## src/rtl/maj_vote_pkg.sv

```systemverilog
// Shared definitions for the majority-vote filter: FSM state encoding,
// popcount width helper and parameter legality check.
package maj_vote_pkg;

  typedef logic state_t;

  localparam state_t STABLE = 1'b0;
  localparam state_t PEND   = 1'b1;

  function automatic int pop_width(input int n);
    return $clog2(n + 1);
  endfunction

  // Odd channel count keeps a strict majority well defined.
  function automatic bit params_legal(input int n_in, input int thresh, input int hold);
    return (n_in % 2 == 1) && (n_in >= 3) && (n_in <= 31) &&
           (thresh >= 1) && (thresh <= n_in) && (hold >= 1);
  endfunction

endpackage

```

## src/rtl/maj_vote_popcount.sv

```systemverilog
// Combinational population count of an N_IN-bit vector.
module maj_vote_popcount #(
  parameter int N_IN  = 3,
  parameter int POP_W = 2
) (
  input  logic [N_IN-1:0]  vec,
  output logic [POP_W-1:0] pop
);

  always_comb begin
    pop = '0;
    for (int i = 0; i < N_IN; i++) begin
      pop = pop + POP_W'(vec[i]);
    end
  end

endmodule

```

## src/rtl/maj_vote_filter.sv

```systemverilog
// Two-stage threshold voter with a persistence filter on the vote.
// Optional dissent counter enabled by defining MAJ_VOTE_DISSENT_EN.
module maj_vote_filter
  import maj_vote_pkg::*;
#(
  parameter int   N_IN     = 3,
  parameter int   THRESH   = N_IN / 2 + 1,
  parameter int   HOLD     = 4,
  parameter logic INIT_VAL = 1'b0,
  parameter int   CNT_W    = 16
) (
  input  logic                       clk,
  input  logic                       rst,
  input  logic                       in_valid,
  input  logic [N_IN-1:0]            in_bits,
  output logic                       out_valid,
  output logic                       out_vote,
  output logic                       out_raw,
  output logic [$clog2(N_IN+1)-1:0]  out_pop,
  output logic                       out_toggle,
  output logic [CNT_W-1:0]           dissent_cnt,
  input  logic                       cnt_clr
);

  localparam int POP_W = pop_width(N_IN);
  localparam int CW    = $clog2(HOLD + 1);

  if (!params_legal(N_IN, THRESH, HOLD)) begin : g_bad_params
    $error("maj_vote_filter: illegal N_IN/THRESH/HOLD combination");
  end

  logic [POP_W-1:0] pop_c;
  logic             s1_valid;
  logic [POP_W-1:0] s1_pop;
  logic             s1_raw;
  logic             s1_unan;

  state_t           state, state_n;
  logic [CW-1:0]    run_cnt, cnt_n;
  logic             vote_n;
  logic             toggle_n;

  maj_vote_popcount #(.N_IN(N_IN), .POP_W(POP_W)) u_popcount (
    .vec (in_bits),
    .pop (pop_c)
  );

  always_ff @(posedge clk) begin
    if (rst) begin
      s1_valid <= 1'b0;
      s1_pop   <= '0;
      s1_raw   <= 1'b0;
      s1_unan  <= 1'b0;
    end else begin
      s1_valid <= in_valid;
      if (in_valid) begin
        s1_pop  <= pop_c;
        s1_raw  <= (int'(pop_c) >= THRESH);
        s1_unan <= (pop_c == '0) || (pop_c == POP_W'(N_IN));
      end
    end
  end

  // Filter only moves on processed samples, so gaps neither advance nor clear run_cnt.
  always_comb begin
    state_n  = state;
    cnt_n    = run_cnt;
    vote_n   = out_vote;
    toggle_n = 1'b0;
    if (s1_valid) begin
      if (s1_raw == out_vote) begin
        state_n = STABLE;
        cnt_n   = '0;
      end else if (state == STABLE && HOLD > 1) begin
        state_n = PEND;
        cnt_n   = CW'(1);
      end else if (state == STABLE || int'(run_cnt) + 1 >= HOLD) begin
        state_n  = STABLE;
        cnt_n    = '0;
        vote_n   = ~out_vote;
        toggle_n = 1'b1;
      end else begin
        cnt_n = run_cnt + CW'(1);
      end
    end
  end

  always_ff @(posedge clk) begin
    if (rst) begin
      out_valid  <= 1'b0;
      out_toggle <= 1'b0;
      out_raw    <= 1'b0;
      out_pop    <= '0;
      out_vote   <= INIT_VAL;
      state      <= STABLE;
      run_cnt    <= '0;
    end else begin
      out_valid  <= s1_valid;
      out_toggle <= toggle_n;
      out_vote   <= vote_n;
      state      <= state_n;
      run_cnt    <= cnt_n;
      if (s1_valid) begin
        out_raw <= s1_raw;
        out_pop <= s1_pop;
      end
    end
  end

`ifdef MAJ_VOTE_DISSENT_EN
  // Clear takes priority over a coincident increment; count saturates.
  always_ff @(posedge clk) begin
    if (rst || cnt_clr) begin
      dissent_cnt <= '0;
    end else if (s1_valid && !s1_unan && dissent_cnt != '1) begin
      dissent_cnt <= dissent_cnt + CNT_W'(1);
    end
  end
`else
  logic unused_dissent;
  assign unused_dissent = cnt_clr ^ s1_unan;
  assign dissent_cnt    = '0;
`endif

endmodule
```

## config.mk

```make
export PLATFORM = sky130hd
export DESIGN_NAME = maj_vote_filter
export DESIGN_NICKNAME = d
export VERILOG_FILES = /design/src/rtl/maj_vote_pkg.sv /design/src/rtl/maj_vote_popcount.sv /design/src/rtl/maj_vote_filter.sv
export SDC_FILE = /design/constraint.sdc
export NUM_CORES = 1
export LEC_CHECK = 0
export CAP_MARGIN = 5
export CORE_AREA = 2 2 39 41
export CTS_BUF_LIST = sky130_fd_sc_hd__clkbuf_4 sky130_fd_sc_hd__clkbuf_8
export CTS_CLUSTER_SIZE = 16
export DETAILED_ROUTE_END_ITERATION = 8
export DIE_AREA = 0 0 41 43
export DONT_BUFFER_PORTS = 1
export GPL_TIMING_DRIVEN = 1
export PLACE_DENSITY = 0.68
export SETUP_SLACK_MARGIN = 0.02
export SLEW_MARGIN = 20
export SYNTH_ARGS = -nofsm -noshare
export SYNTH_HDL_FRONTEND = slang
export SYNTH_HIERARCHICAL = 1
export SYNTH_SLANG_ARGS = --single-unit
```

## constraint.sdc

```tcl
create_clock -name clk -period 2.06 [get_ports clk]
set_input_delay 0.206 -clock clk [delete_from_list [all_inputs] [get_ports clk]]
set_output_delay 0.206 -clock clk [all_outputs]
set_load 0.02 [all_outputs]
```

# Word level (Yosys, flattened, before mapping)
# Cells that the tools add are included.
[totals]
reg_bits = 14
input_bits = 7
out_inout_bits = 22
[op_classes]
n_addsub = 4
order_cmp = 2
n_eq_ne = 1
muxes = 7
bitwise = 4
n_reduce_logical = 3
[op_table]
columns = ["operator", "n"]
rows = [
  ["$mux W3", 3],
  ["$add A3 B1 Y4 const B", 1],
  ["$ge A4 B3 Y1 const B", 1],
  ["$mux W1", 4],
  ["$not A1 Y1", 4],
  ["$reduce_and A4 Y1", 1],
  ["$reduce_or A4 Y1", 1],
  ["$add A3 B1 Y3 const B", 1],
  ["$add A1 B1 Y2", 1],
  ["$add A2 B1 Y2", 1],
  ["$ge A2 B2 Y1 const B", 1],
  ["$eq A1 B1 Y1", 1],
  ["$logic_or A1 B1 Y1", 1],
]

# Longest topological paths before layout
# Gate-level depths: netlist of the first run.
[depth]
depth_word = 6
mapped_depth = 4

# By module
# Netlist of the first run, hierarchy kept.
[by_module_without_submodules]
columns = ["mod", "n_inst", "cells_each", "area_each_um2"]
rows = [
  ["maj_vote_filter", 1, 74, 688.2],
  ["maj_vote_popcount", 1, 1, 20.0],
]

# Worst setup path before layout of the first run
# Ideal clock, no wire load.
[synth_path]
path_type = "register to register"
from = "register run_cnt[0]"
to = "register out_vote"
setup_ps = 72
t_arrival_ps = 1102
required_ps = 1988
path_slack_ps = 887
stages_incl_launch_ff = 5
n_path_buf = 0
period_less_slack_ps = 1173
path_cell_list = "dfxtp_1 ha_1 and2_1 a211oi_2 mux2i_1"
[synth_via]
elab_chain_len = 4
[synth_lines]
columns = ["item", "line", "source"]
rows = [
  ["from (decl)", "maj_vote_filter.sv:39", "logic [CW-1:0] run_cnt, cnt_n;"],
  ["from (signal assigned)", "maj_vote_filter.sv:102", "run_cnt <= cnt_n;"],
  ["$add A3 B1 Y4", "maj_vote_filter.sv:77", "end else if (state == STABLE || int'(run_cnt) + 1 >= HOLD) begin"],
  ["$ge A4 B3 Y1", "maj_vote_filter.sv:77", ""],
  ["$logic_or A1 B1 Y1", "maj_vote_filter.sv:77", ""],
  ["$reduce_and A4 Y1 (no line)", "n/a", ""],
  ["to (signal assigned)", "maj_vote_filter.sv:100", "out_vote <= vote_n;"],
  ["to (decl)", "maj_vote_filter.sv:17", "output logic out_vote,"],
]
# Every way passes these cells.
# A chain may end at the register's enable or synchronous reset.

# Worst setup path in the final report of the first run
# Ends and elaborated chain as after synthesis.

==> results of run 1 <==
-- cell families (layout without fill, tap and decap cells) --
logic type | count (synthesis) | in the layout | synth area share, %
multiplexers | 5 | 5 | 7.067
adder cells (fa/ha/maj) | 2 | 2 | 4.593
buffers and inverters | 19 | 5 | 19.79
flip-flops | 14 | 14 | 39.58
AND/OR/NAND/NOR | 22 | 22 | 16.25
XOR/XNOR | 2 | 2 | 2.474
other | 1 | 16 | 0.5295
AO/OA/AOI/OAI | 10 | 10 | 9.716
-- layout by cell type (no fill, tap or decap), drive strengths merged --
cell	count
ha	1
mux2i	5
xor2	2
dfxtp	14
nor2	6
a22o	1
fa	1
and2b	1
o21ai	3
clkbuf	3
nand2b	2
a21oi	4
o31ai	1
and2	4
inv	1
or2b	2
dlygate4sd3	1
nand2	6
a211oi	1
conb	16
nor2b	1
-- metal layers --
metal | routed length [um] | track usage, % | up-vias
met5 | 0 | 0 | -
met4 | 0 | 4.000 | 0
met3 | 94 | 11.52 | 0
met2 | 448 | 17.50 | 15
met1 | 380 | 12.58 | 188
li1 | - | - | 216
-- area by class of cell --
class                      count  area (um2)
clock buffer                   3       22.52
fill                         143       703.2
inverter                       1       3.754
multi-input combinational     57       344.1
sequential                    14       280.3
tap                           16       20.02
timing repair buffer           1       10.01
-- power groups by stage --
stage          sequential, W  combinational (W)  clock [W]
2_1_floorplan       0.000293          0.0000723          0
3_3_place_gp        0.000296          0.0000449          0
3_5_place_dp        0.000296          0.0000457          0
4_1_cts             0.000290          0.0000489   0.000158
5_1_grt             0.000291          0.0000545   0.000167
6_report            0.000289          0.0000492   0.000147
-- critical path, delay by kind of cell (launching register included) --
kind | cells | cell delay [ns]
flip-flops | 1 | 0.34
adder cells (fa/ha/maj) | 1 | 0.25
AND/OR/NAND/NOR | 1 | 0.20
AO/OA/AOI/OAI | 1 | 0.20
multiplexers | 1 | 0.19
-- path summary, 6_finish.rpt --
| check | startpoint | endpoint | slack [ns] | cells after the start |
|---|---|---|---|---|
| setup / recovery | run_cnt[0] | out_vote | 0.80 | 4 |
| hold / removal | in_valid | s1_pop[0] | 0.1 | 2 |
| setup reg to reg | run_cnt[0] | out_vote | 0.80 | 4 |
| hold reg to reg | s1_pop[1] | s1_pop[1] | 0.48 | 2 |
-- through the flow --
| step | setup slack, ns | util (%) | total power (W) | hold WS [ns] |
|---|---|---|---|---|
| after floorplan | 0.8868 | - | 0.0003649 | 0.3342 |
| after global routing | 0.7033 | 49.19 | 0.0005124 | 0.07647 |
| after global placement | 0.8381 | 46.84 | 0.0003406 | 0.2767 |
| after detailed placement | 0.8187 | 46.84 | 0.0003418 | 0.2811 |
| after CTS | 0.7904 | 49.19 | 0.0004966 | 0.08235 |
| final | 0.8016 | 49.19 | 0.0004857 | 0.09713 |
-- repair_timing --
item                      4_1_cts  5_1_grt
hold endpoints to repair        7        0
hold buffers                    1        0
gates resized for setup         0        0
==> impl_metrics.py, run 1 <==
metrics = {
    "clock_tree": {
        "root_buffer": "clkbuf_4",
        "clock_latency_ns": 0.27,
        "path_clk_slew_ns": 0.08,
        "cts_tree": "done",
        "cts_setup_buffers": 0,
        "clock_path_buffers": 2,
        "cts_max_level": 1,
        "numClockSinks": 14,
        "cts_buffers": 3,
    },
    "sta": {
        "hold_viol": 0,
        "fin_crit_ns": 1.258,
        "tns_ns": 0,
        "maxSlewViolCount": 0,
        "finalSetupViolCount": 0,
        "grt_setup_unrepaired": "false",
        "period_share_pct": 61.09,
        "finClkSkew_ns": 0.006188,
        "clock.fmax_ghz": 0.7947,
    },
    "synth": {
        "synth_common_cells": "buf_4, dfxtp_1, nand2_1, nor2_1, mux2i_1",
        "synth_edf_count": 0,
        "synth_top_area_share_pct": 39.58,
        "syn_inst": 75,
        "async_flop_share_pct": 0,
        "seq_area_frac_synth_pct": 39.58,
        "ys.flop_type": "dfxtp_1",
        "ys_ff_latch": 14,
        "syn_avg_cell_area_um2": 9.442,
        "synth.yosys.warnings": 6,
        "synth_top_cell_by_area": "dfxtp_1",
        "synth.distinct_cells": 24,
        "synthTopCellsByArea": "dfxtp_1, buf_4, mux2i_1",
        "yosysMostFrequentCell": "buf_4",
        "synth_area_um2": 708.2,
    },
    "global_route": {
        "antenna_found_initial": 0,
        "grt_usage_pct": 12.36,
        "grt_first_pass_wirelength_um": 1359,
        "grt_max_degree": 8,
        "grt-ovfl-total": 0,
        "grt_pass1_vias": 341,
    },
    "routing": {
        "drtPass1Iterations": 2,
        "routed_wl_um": 923,
        "wl_per_cell_um": 10.03,
        "antenna_left": 0,
        "vias": 419,
        "vias_per_cell": 4.554,
        "drtIter0Drc": 2,
        "drc": 0,
    },
    "pwr": {
        "p_int_w": 0.0003599,
        "power_frac_clock_pct": 30.3,
        "p_leak_nw": 0.2987,
        "switching_share_pct": 25.89,
        "power_density_nw_per_um2": 713.6,
        "power_frac_comb_pct": 10.1,
        "p_seq_share_pct": 59.6,
        "netSwitchingPower_w": 0.0001257,
        "worst_ir_drop_vdd_mv": 0.4751,
    },
    "place": {
        "dpl_cell_area_um2": 648.1,
        "dpl.hpwl_um": 708.6,
        "dp.cells": 88,
        "gp_congestion": 0.6721,
        "numPortBuffers": 0,
    },
    "job": {
        "max-cap-violations": 0,
    },
    "critical_path": {
        "cp_cell_sequence": "ha_1, and2_1, a211oi_2, mux2i_1",
        "worst_ep_arrival_time_ns": 1.47,
        "cpMaxStageDelayCell": "dfxtp_1",
        "cp-end-kind": "register",
        "path_class": "reg -> reg",
        "worstPathRequired_ns": 2.27,
        "critPathLaunchType": "register",
        "crit_path_max_fanout": 4,
        "slowest_delay_ns": 0.34,
    },
    "layout": {
        "regMostFlops": "run_cnt",
        "final_area_um2": 680.7,
        "drive_gt1_share_pct": 9.211,
        "synthToLayoutAreaGrowth_pct": -3.887,
        "largest_reg_flops": 3,
        "largestRegisters": "run_cnt x3, out_pop x2, s1_pop x2",
        "layout.cells.non_filler": 92,
        "antenna_cells": 0,
        "nNetsFinal": 87,
    },
    "die": {
        "die_y_um": 43,
        "ios": 29,
        "die_w_um": 41,
        "core-area_um2": 1384,
        "rows": 14,
        "initial_core_util_pct": 51.18,
        "die-area_um2": 1763,
    },
    "outcome": {
        "outcome": "finished, final reports clean",
    },
    "hold_path": {
        "hold_path_class": "in -> reg",
    },
}
(Power assumes the default switching activity.)
==> inputs of run 2 (changes only) <==
Settings changed: ABC_AREA set to 1, PLACE_DENSITY 0.68 to 0.66.
Clock period 2.06 ns to 1.2 ns, I/O delays scaled along.
==> impl_metrics.py, run 2 <==
metrics = {
    "hold_path": {
        "min_to": "s1_raw",
        "worstHoldStart": "in_valid",
        "min_path_cells": 2,
        "hold_path_class": "in -> reg",
    },
    "routing": {
        "vias_per_cell": 4.575,
        "antenna_left": 0,
        "drtIter0Drc": 18,
        "wl_per_cell_um": 9.660,
        "routed_wl_um": 1024,
        "vias": 485,
        "drc": 0,
        "drtPass1Iterations": 4,
    },
    "pwr": {
        "power_frac_comb_pct": 9.6,
        "netSwitchingPower_w": 0.0002316,
        "p_leak_nw": 0.3303,
        "switching_share_pct": 25.40,
        "p_seq_share_pct": 54.3,
        "power_density_nw_per_um2": 1283,
        "power_frac_clock_pct": 36.1,
        "worst_ir_drop_vdd_mv": 0.7514,
        "p_int_w": 0.0006803,
    },
    "sta": {
        "tns_ns": 0,
        "finClkSkew_ns": 0.004484,
        "maxSlewViolCount": 0,
        "clock.fmax_ghz": 0.9604,
        "grt_setup_unrepaired": "false",
        "finalSetupViolCount": 0,
        "hold_viol": 0,
        "period_share_pct": 86.77,
        "fin_crit_ns": 1.041,
    },
    "critical_path": {
        "rrSetupSlack_ns": 0.16,
        "worstPathRequired_ns": 1.42,
        "cp_cell_sequence": "ha_2, inv_1, nand2_2, nand3_4, nand4_1, nand2_1, nor2_1",
        "critPathLaunchType": "register",
        "cpMaxStageDelayCell": "dfxtp_2",
        "worst_ep_arrival_time_ns": 1.26,
        "rr_endpoint": "out_vote",
        "r2r_cells": 7,
        "cp-end-kind": "register",
        "timing.rr.start": "run_cnt[0]",
        "slowest_delay_ns": 0.36,
        "path_class": "reg -> reg",
        "crit_path_max_fanout": 4,
    },
    "global_route": {
        "grt_max_degree": 9,
        "grt_pass1_vias": 402,
        "grt-ovfl-total": 0,
        "grt_first_pass_wirelength_um": 1621,
        "grt_usage_pct": 13.94,
        "antenna_found_initial": 0,
    },
    "synth": {
        "async_flop_share_pct": 0,
        "syn_avg_cell_area_um2": 8.052,
        "synth_common_cells": "nand2_1, buf_4, dfxtp_1, inv_1, nor2_1",
        "synthTopCellsByArea": "dfxtp_1, buf_4, nand2_1",
        "yosysMostFrequentCell": "nand2_1",
        "synth_edf_count": 0,
        "synth_top_area_share_pct": 40.95,
        "syn_inst": 85,
        "synth.yosys.warnings": 6,
        "synth.distinct_cells": 17,
        "seq_area_frac_synth_pct": 40.95,
        "synth_area_um2": 684.4,
        "ys_ff_latch": 14,
        "ys.flop_type": "dfxtp_1",
        "synth_top_cell_by_area": "dfxtp_1",
    },
    "place": {
        "dpl.hpwl_um": 749.4,
        "gp_congestion": 0.6904,
        "numPortBuffers": 0,
    },
    "clock_tree": {
        "path_clk_slew_ns": 0.08,
        "clock_latency_ns": 0.28,
        "root_buffer": "clkbuf_4",
        "numClockSinks": 14,
        "cts_buffers": 3,
        "clock_path_buffers": 2,
        "cts_max_level": 1,
        "cts_tree": "done",
    },
    "die": {
        "die_w_um": 41,
        "die-area_um2": 1763,
        "core-area_um2": 1384,
        "die_y_um": 43,
        "ios": 29,
        "rows": 14,
        "initial_core_util_pct": 49.46,
    },
    "layout": {
        "regMostFlops": "run_cnt",
        "antenna_cells": 0,
        "synthToLayoutAreaGrowth_pct": 3.839,
        "nNetsFinal": 100,
        "drive_gt1_share_pct": 15.56,
        "largest_reg_flops": 3,
        "layout_commonest_cell": "nand2_1",
        "final_cell_mix": "nand2_1, conb_1, dfxtp_1",
        "largestRegisters": "run_cnt x3, out_pop x2, s1_pop x2",
        "utilization_pct": 51.36,
    },
    "job": {
        "max-cap-violations": 0,
    },
    "outcome": {
        "outcome": "finished, final reports clean",
    },
}
[run 2: changes by cell type after synthesis, moves of 3 or more]
| cell | previous run | this run |
|---|---|---|
| and2_1 | 3 | 0 |
| inv_1 | 1 | 8 |
| mux2i_1 | 5 | 0 |
| nand2_1 | 6 | 22 |
[run 2: power groups by stage]
stage	clock network [W]	logic (W)	registers, W
floorplan	0	0.000119	0.000504
global placement	0	0.0000777	0.000506
detailed placement	0	0.0000786	0.000506
CTS	0.000339	0.0000845	0.000495
global route	0.000349	0.0000982	0.000497
finish	0.000329	0.0000871	0.000495
[run 2: worst max-delay path by stage]
| stage | start | endpoint | slack [ns] | depth (start not counted) |
|---|---|---|---|---|
| after floorplan | out_vote | out_vote | 0.17 | 6 |
| after global placement | run_cnt[0] | run_cnt[1] | 0.13 | 7 |
| after detailed placement | run_cnt[0] | run_cnt[1] | 0.11 | 7 |
| after CTS | run_cnt[0] | run_cnt[1] | 0.08 | 7 |
| after global routing | run_cnt[0] | out_vote | 0.05 | 7 |
| final | run_cnt[0] | out_vote | 0.16 | 7 |
[run 2: cell type report]
cell class | count | area, um2
Inverter | 8 | 30.03
Clock buffer | 4 | 36.28
Sequential cell | 14 | 282.8
Fill cell | 148 | 673.1
Tap cell | 16 | 20.02
Timing Repair Buffer | 3 | 25.02
Multi-Input combinational cell | 61 | 316.6
[run 2: stage by stage]
| step | setup slack (ns) | std cells | hold WS, ns | power (W) | area [um2] |
|---|---|---|---|---|---|
| finish | 0.1588 | 106 | 0.006856 | 0.0009119 | 710.7 |
| global route | 0.04702 | 106 | 0.01634 | 0.0009447 | 710.7 |
| detailed placement | 0.1097 | 100 | 0.1953 | 0.0005851 | 636.9 |
| CTS | 0.07839 | 105 | 0.003685 | 0.0009188 | 683.2 |
| global placement | 0.1272 | 100 | 0.1917 | 0.0005840 | 636.9 |
| floorplan | 0.1653 | 100 | 0.2756 | 0.0006224 | 740.7 |
[run 2: timing repair]
| action | in CTS | in global routing |
|---|---|---|
| setup endpoints to repair | 0 | 3 |
| hold buffers | 1 | 0 |
| hold endpoints to repair | 7 | 0 |
| setup buffers | 0 | 1 |
| gates resized for setup | 0 | 6 |
[run 2: per-layer routing]
layer	share of wire, %	global-route usage [%]
met1	39	15.77
met4	0.98	6.000
met3	11	8.901
met2	49	20.00
met5	0	0
[run 2: kinds of logic after synthesis]
kind of cell | count (synthesis) | synth area share [%]
and+or+nand+nor | 37 | 24.68
buffers and inverters | 25 | 23.58
DFF | 14 | 40.95
AOI/OAI and AO/OA | 6 | 5.484
adders and majority gates | 2 | 4.753
other | 1 | 0.5479
[run 2: worst max-delay path, delay by kind of cell, from the launching register on]
family	cells	cell delay [ns]
adders and majority gates	1	0.18
DFF	1	0.36
and+or+nand+nor	5	0.39
buffers and inverters	1	0.05
